===== src/rtl/regs_wb_arbiter.sv =====
// Round-robin arbiter sharing the register-file write port between writeback
// sources, with a registered write port and a per-GPR pending-write scoreboard.
module regs_wb_arbiter #(
  parameter int unsigned NUM_REQ = 3,
  parameter int unsigned ADDR_W  = 5,
  parameter int unsigned DATA_W  = 32
) (
  input  logic                        clk_i,
  input  logic                        rst_i,
  input  logic [NUM_REQ-1:0]          req_valid_i,
  input  logic [NUM_REQ*ADDR_W-1:0]   req_addr_i,
  input  logic [NUM_REQ*DATA_W-1:0]   req_data_i,
  output logic [NUM_REQ-1:0]          req_ready_o,
  input  logic                        rsv_en_i,
  input  logic [ADDR_W-1:0]           rsv_addr_i,
  input  logic                        flush_i,
  output logic                        wb_wen_o,
  output logic [ADDR_W-1:0]           wb_addr_o,
  output logic [DATA_W-1:0]           wb_data_o,
  output logic [31:0]                 busy_o
);

  localparam int unsigned PTR_W   = (NUM_REQ > 1) ? $clog2(NUM_REQ) : 1;
  localparam int unsigned NUM_GPR = 32;

  logic [PTR_W-1:0]   ptr_q;
  logic [PTR_W-1:0]   idx;
  logic [PTR_W-1:0]   gnt_idx;
  logic               gnt_vld;
  logic [NUM_REQ-1:0] grant;
  logic [ADDR_W-1:0]  sel_addr;
  logic [DATA_W-1:0]  sel_data;
  logic [NUM_GPR-1:0] busy_nxt;

  // Search from ptr+1 with wrap; first valid requester wins.
  always_comb begin
    grant    = '0;
    gnt_idx  = '0;
    gnt_vld  = 1'b0;
    idx      = '0;
    sel_addr = '0;
    sel_data = '0;
    for (int unsigned k = 1; k <= NUM_REQ; k++) begin
      idx = PTR_W'((32'(ptr_q) + k) % NUM_REQ);
      if (!gnt_vld && req_valid_i[idx]) begin
        gnt_vld      = 1'b1;
        gnt_idx      = idx;
        grant[idx]   = 1'b1;
        sel_addr     = req_addr_i[32'(idx)*ADDR_W +: ADDR_W];
        sel_data     = req_data_i[32'(idx)*DATA_W +: DATA_W];
      end
    end
  end

  assign req_ready_o = grant;

  // Scoreboard update: flush dominates, then reserve beats a same-edge clear.
  always_comb begin
    busy_nxt = busy_o;
    if (flush_i) begin
      busy_nxt = '0;
    end else begin
      if (gnt_vld) busy_nxt[sel_addr] = 1'b0;
      if (rsv_en_i) busy_nxt[rsv_addr_i] = 1'b1;
    end
    busy_nxt[0] = 1'b0;
  end

  always_ff @(posedge clk_i or negedge rst_i) begin
    if (!rst_i) begin
      ptr_q     <= PTR_W'(NUM_REQ - 1);
      wb_wen_o  <= 1'b0;
      wb_addr_o <= '0;
      wb_data_o <= '0;
      busy_o    <= '0;
    end else begin
      if (gnt_vld) begin
        ptr_q     <= gnt_idx;
        wb_addr_o <= sel_addr;
        wb_data_o <= sel_data;
      end
      // x0 transfers are accepted but never written.
      wb_wen_o <= gnt_vld && (sel_addr != '0);
      busy_o   <= busy_nxt;
    end
  end

endmodule


===== config.mk =====
export PLATFORM = sky130hd
export DESIGN_NAME = regs_wb_arbiter
export DESIGN_NICKNAME = d
export VERILOG_FILES = /design/src/rtl/regs_wb_arbiter.sv
export SDC_FILE = /design/constraint.sdc
export NUM_CORES = 1
export LEC_CHECK = 0
export ABC_AREA = 1
export ABC_CLOCK_PERIOD_IN_PS = 3400
export CORE_ASPECT_RATIO = 0.5
export CORE_MARGIN = 2
export CORE_UTILIZATION = 35
export DETAILED_ROUTE_END_ITERATION = 12
export PLACE_DENSITY = 0.65
export RECOVER_POWER = 25
export SLEW_MARGIN = 20
export SYNTH_ARGS = -nofsm -noshare
export SYNTH_HDL_FRONTEND = slang
export SYNTH_SLANG_ARGS = --single-unit

===== constraint.sdc =====
create_clock -name clk_i -period 3.4 [get_ports clk_i]
set_input_delay 0.51 -clock clk_i [delete_from_list [all_inputs] [get_ports clk_i]]
set_output_delay 0.51 -clock clk_i [all_outputs]
set_load 0.03 [all_outputs]

==> results.md <==
* Clock Sinks at 71
* Final slew viol count at 72
* Count of vias placed by the detailed router at 7,488
* Worst setup EP type: output pin
* Largest family of logic cells by synthesized area: simple AND/OR/NAND/NOR gates
* Routed WL at 23,200 µm
* Initial Utilization at 35.5%
* GR Util All Layers at 24.3%
* Net total in the final layout at 1,262
* Clock buffer depth at 2
* Fmax at 317 MHz
* Worst slew margin relative to its limit at -27.2%
* Number of gates resized after CTS at 0
* Worst setup path class: register to output pin
* Antenna cell count at 0
* Last weighted congestion value of the routability-driven placer at 0.962
* Die outline height at 97.6 µm
* Filler cell count in the final layout at 1,757
* WHS at 0.480 ns
* # Max-Cap Violations at 1
* Std-Cell Core Area at 0.0173 mm²
* Htree depth at 3
* Master cell of the clock root buffer: clkbuf_16
* Power per Cell Area at 983 mW/mm²
* Width of the chip at 191 µm
* VDD IR-drop max at 0.546 mV
* Leading post-synthesis cells by cell area: dfrtp_1 (29%), nand2_1 (17%), a21oi_1 (11%), inv_1 (5.9%), o22ai_1 (4.7%)
* Simple-gate share of the synthesized area at 30.9%
* Antenna violations before repair at 0
* Number of nets in the synthesized netlist at 1,106
* Number of hold buffers added after CTS at 0
* Global-route wire length before repair at 36,400 µm
* Number of primary I/O pins at 196
* Critical path data arrival time at 2.65 ns
* Hold worst-path end: wb_data_o[10]
* Num rows at 34
* Floorplan die area at 0.0186 mm²
* Final period utilization at 92.8%
* Violated checks: capacitance limit, slew limit
* Remaining global-route overflow at 0
* Yosys warnings at 0
* Origin of the worst min-delay path: wb_data_o[10]
* Clock slew seen by the registers of the worst setup and hold paths at 0.06 ns
* DR WL/cell at 16.9 µm
* Launch point of the worst reg-to-reg path: ptr_q[0]
* Iteration-0 DRC Markers at 611
* Final setup violating endpoints at 0
* Via density at 5.45
* Worst Clk Skew at 0.0122 ns
* Share of Yosys cell area claimed by the top area cell type at 28.6%
* Worst-margin pin slew at 1.91 ns
* Number of buffers inserted to repair setup after CTS at 0
* TritonCTS clock tree: done
* Worst min path class: register to register
* DRT Pass-1 Iters at 6
* Complex-gate fraction of the synthesized area at 26.4%
* Crit path launch type: register
* Number of antenna-violating nets in the routed design at 0
* Power, Total at 0.00835 W
* Post-synthesis instance area at 0.00613 mm²
* Half-perimeter wire length of the detailed placement result at 16,000 µm
* IO buf count at 194
* Leakage component of the power at 3.68 nW
* Number of CTS-inserted buffers at 9
* FF+latch count, synth at 71
* Number of cells produced by synthesis at 979
* Total DRC errors in the routed layout at 0
* Post-synthesis adder-cell area fraction at 0.817%
* Critical path origin: ptr_q[0]
* Setup slack of the worst register-to-register path at 0.64 ns
* Worst R2R Path Depth at 13
* Clock period minus worst slack at 3.16 ns
* Post-synthesis area per instance at 6.26 µm²
* CP required at 2.89 ns
* Worst reg2reg endpoint: wb_data_o[22]
* Layout area overhead at 38.7%
* Setup repair after global routing missed its margin: no
* Top cell type by total area after synthesis: dfrtp_1
* Min-Delay Path Depth at 2
* Ratio of cells with drive above 1 in the final layout at 7.19%
* Fraction of the yosys area taken by sequential cells at 29.0%
* Largest driver fanout on the critical path at 18
* Synth cell types at 34
* Worst-skew pair later-pin latency at 0.34 ns
* Final Hold Viols at 0
* Post-synthesis mux area share at 0.817%
* Number of global-route vias before repair at 7,127
* Xor/xnor share of the synthesized area at 0%
* Largest net degree at the start of global routing at 87
* Result of the run: finished with violations
* Setup total negative slack at 0 ns
## per-stage QoR
stage                     utilization (%)  cells  setup slack [ns]  instance area [µm²]
final                                49.2   1374             0.244                 8500
after global routing                 49.2   1374            0.0396                 8500
after CTS                            49.2   1374             0.226                 8500
after detailed placement             47.4   1358             0.604                 8180
after global placement               47.4   1358             0.637                 8180
after floorplan                         -    979             0.630                 6130
## cells in the mapped netlist, drive strengths merged
cell type  count
buf           45
a221oi         5
dfrtp         70
nand3         49
o211ai        18
nor2          65
clkbuf        20
o21ai         63
and2           1
o22ai         46
ha             4
a21oi        133
o2111ai       11
o221ai         3
mux2i          5
nand4          3
dfstp          1
nor3          32
conb           1
nand2        288
o21bai         6
inv          110
## cells in the final DEF, fill, tap and decap left out, drive strengths merged
cell	Yosys	routed
a21oi	133	133
a221oi	5	5
and2	1	1
buf	45	19
bufinv	0	2
clkbuf	20	11
clkdlybuf4s50	0	190
clkinv	0	1
clkinvlp	0	2
conb	1	1
dfrtp	70	70
dfstp	1	1
ha	4	4
inv	110	111
mux2i	5	5
nand2	288	288
nand3	49	49
nand4	3	3
nor2	65	65
nor3	32	32
o2111ai	11	11
o211ai	18	18
o21ai	63	63
o21bai	6	6
o221ai	3	3
o22ai	46	46
## state kept, by name, summed over array words and instances, names as in the netlist
register	cells
wb_wen_o	1
wb_addr_o	5
wb_data_o	32
ptr_q	2
busy_o	31
## worst max path at each step
stage | to | slack, ns | cells past startpoint
after detailed placement | req_ready_o[1] | 0.60 | 8
final | req_ready_o[0] | 0.24 | 10
after global routing | req_ready_o[0] | 0.04 | 10
after global placement | req_ready_o[1] | 0.64 | 8
after CTS | req_ready_o[1] | 0.23 | 8
after floorplan | req_ready_o[0] | 0.63 | 11
## logic make-up after synthesis
kind of cell,after synthesis
AO/OA/AOI/OAI,285
multiplexers,5
flip-flops,71
other,1
adder cells (fa/ha/maj),4
buffers and inverters,175
AND/OR/NAND/NOR,438
## worst max-delay path, cell delays in order, from the launching register on
cell      delay, ns
dfrtp_1        0.38
inv_1          0.11
ha_4           0.41
inv_2          0.13
buf_4          0.22
a21oi_1        0.23
nand3_2        0.28
inv_2          0.12
nand2_1        0.05
o221ai_1       0.14
buf_4          0.23
## per-layer routing
metal / up-vias / share of wire, % / global-route usage [%]
li1: 3592 / - / -
met1: 3534 / 44 / 32.3
met2: 316 / 46 / 39.1
met3: 46 / 7.4 / 5.16
met4: 0 / 2.4 / 8.70
met5: - / 0 / 0
## layout make-up
class	count	area, µm²	area share (%)
Tap cell	234	293	3.44
Inverter	110	415	4.89
Clock buffer	10	229	2.69
Timing Repair Buffer	210	2060	24.3
Sequential cell	71	1780	20.9
Clock inverter	6	92.6	1.09
Multi-Input combinational cell	733	3630	42.7
## power by group
| part | internal [W] | switching (W) |
|---|---|---|
| clock | 0.000647 | 0.000402 |
| combinational | 0.00197 | 0.00406 |
| sequential | 0.00112 | 0.000159 |
| total | 0.00373 | 0.00462 |
No activity file was read; power rests on OpenSTA's default activity.
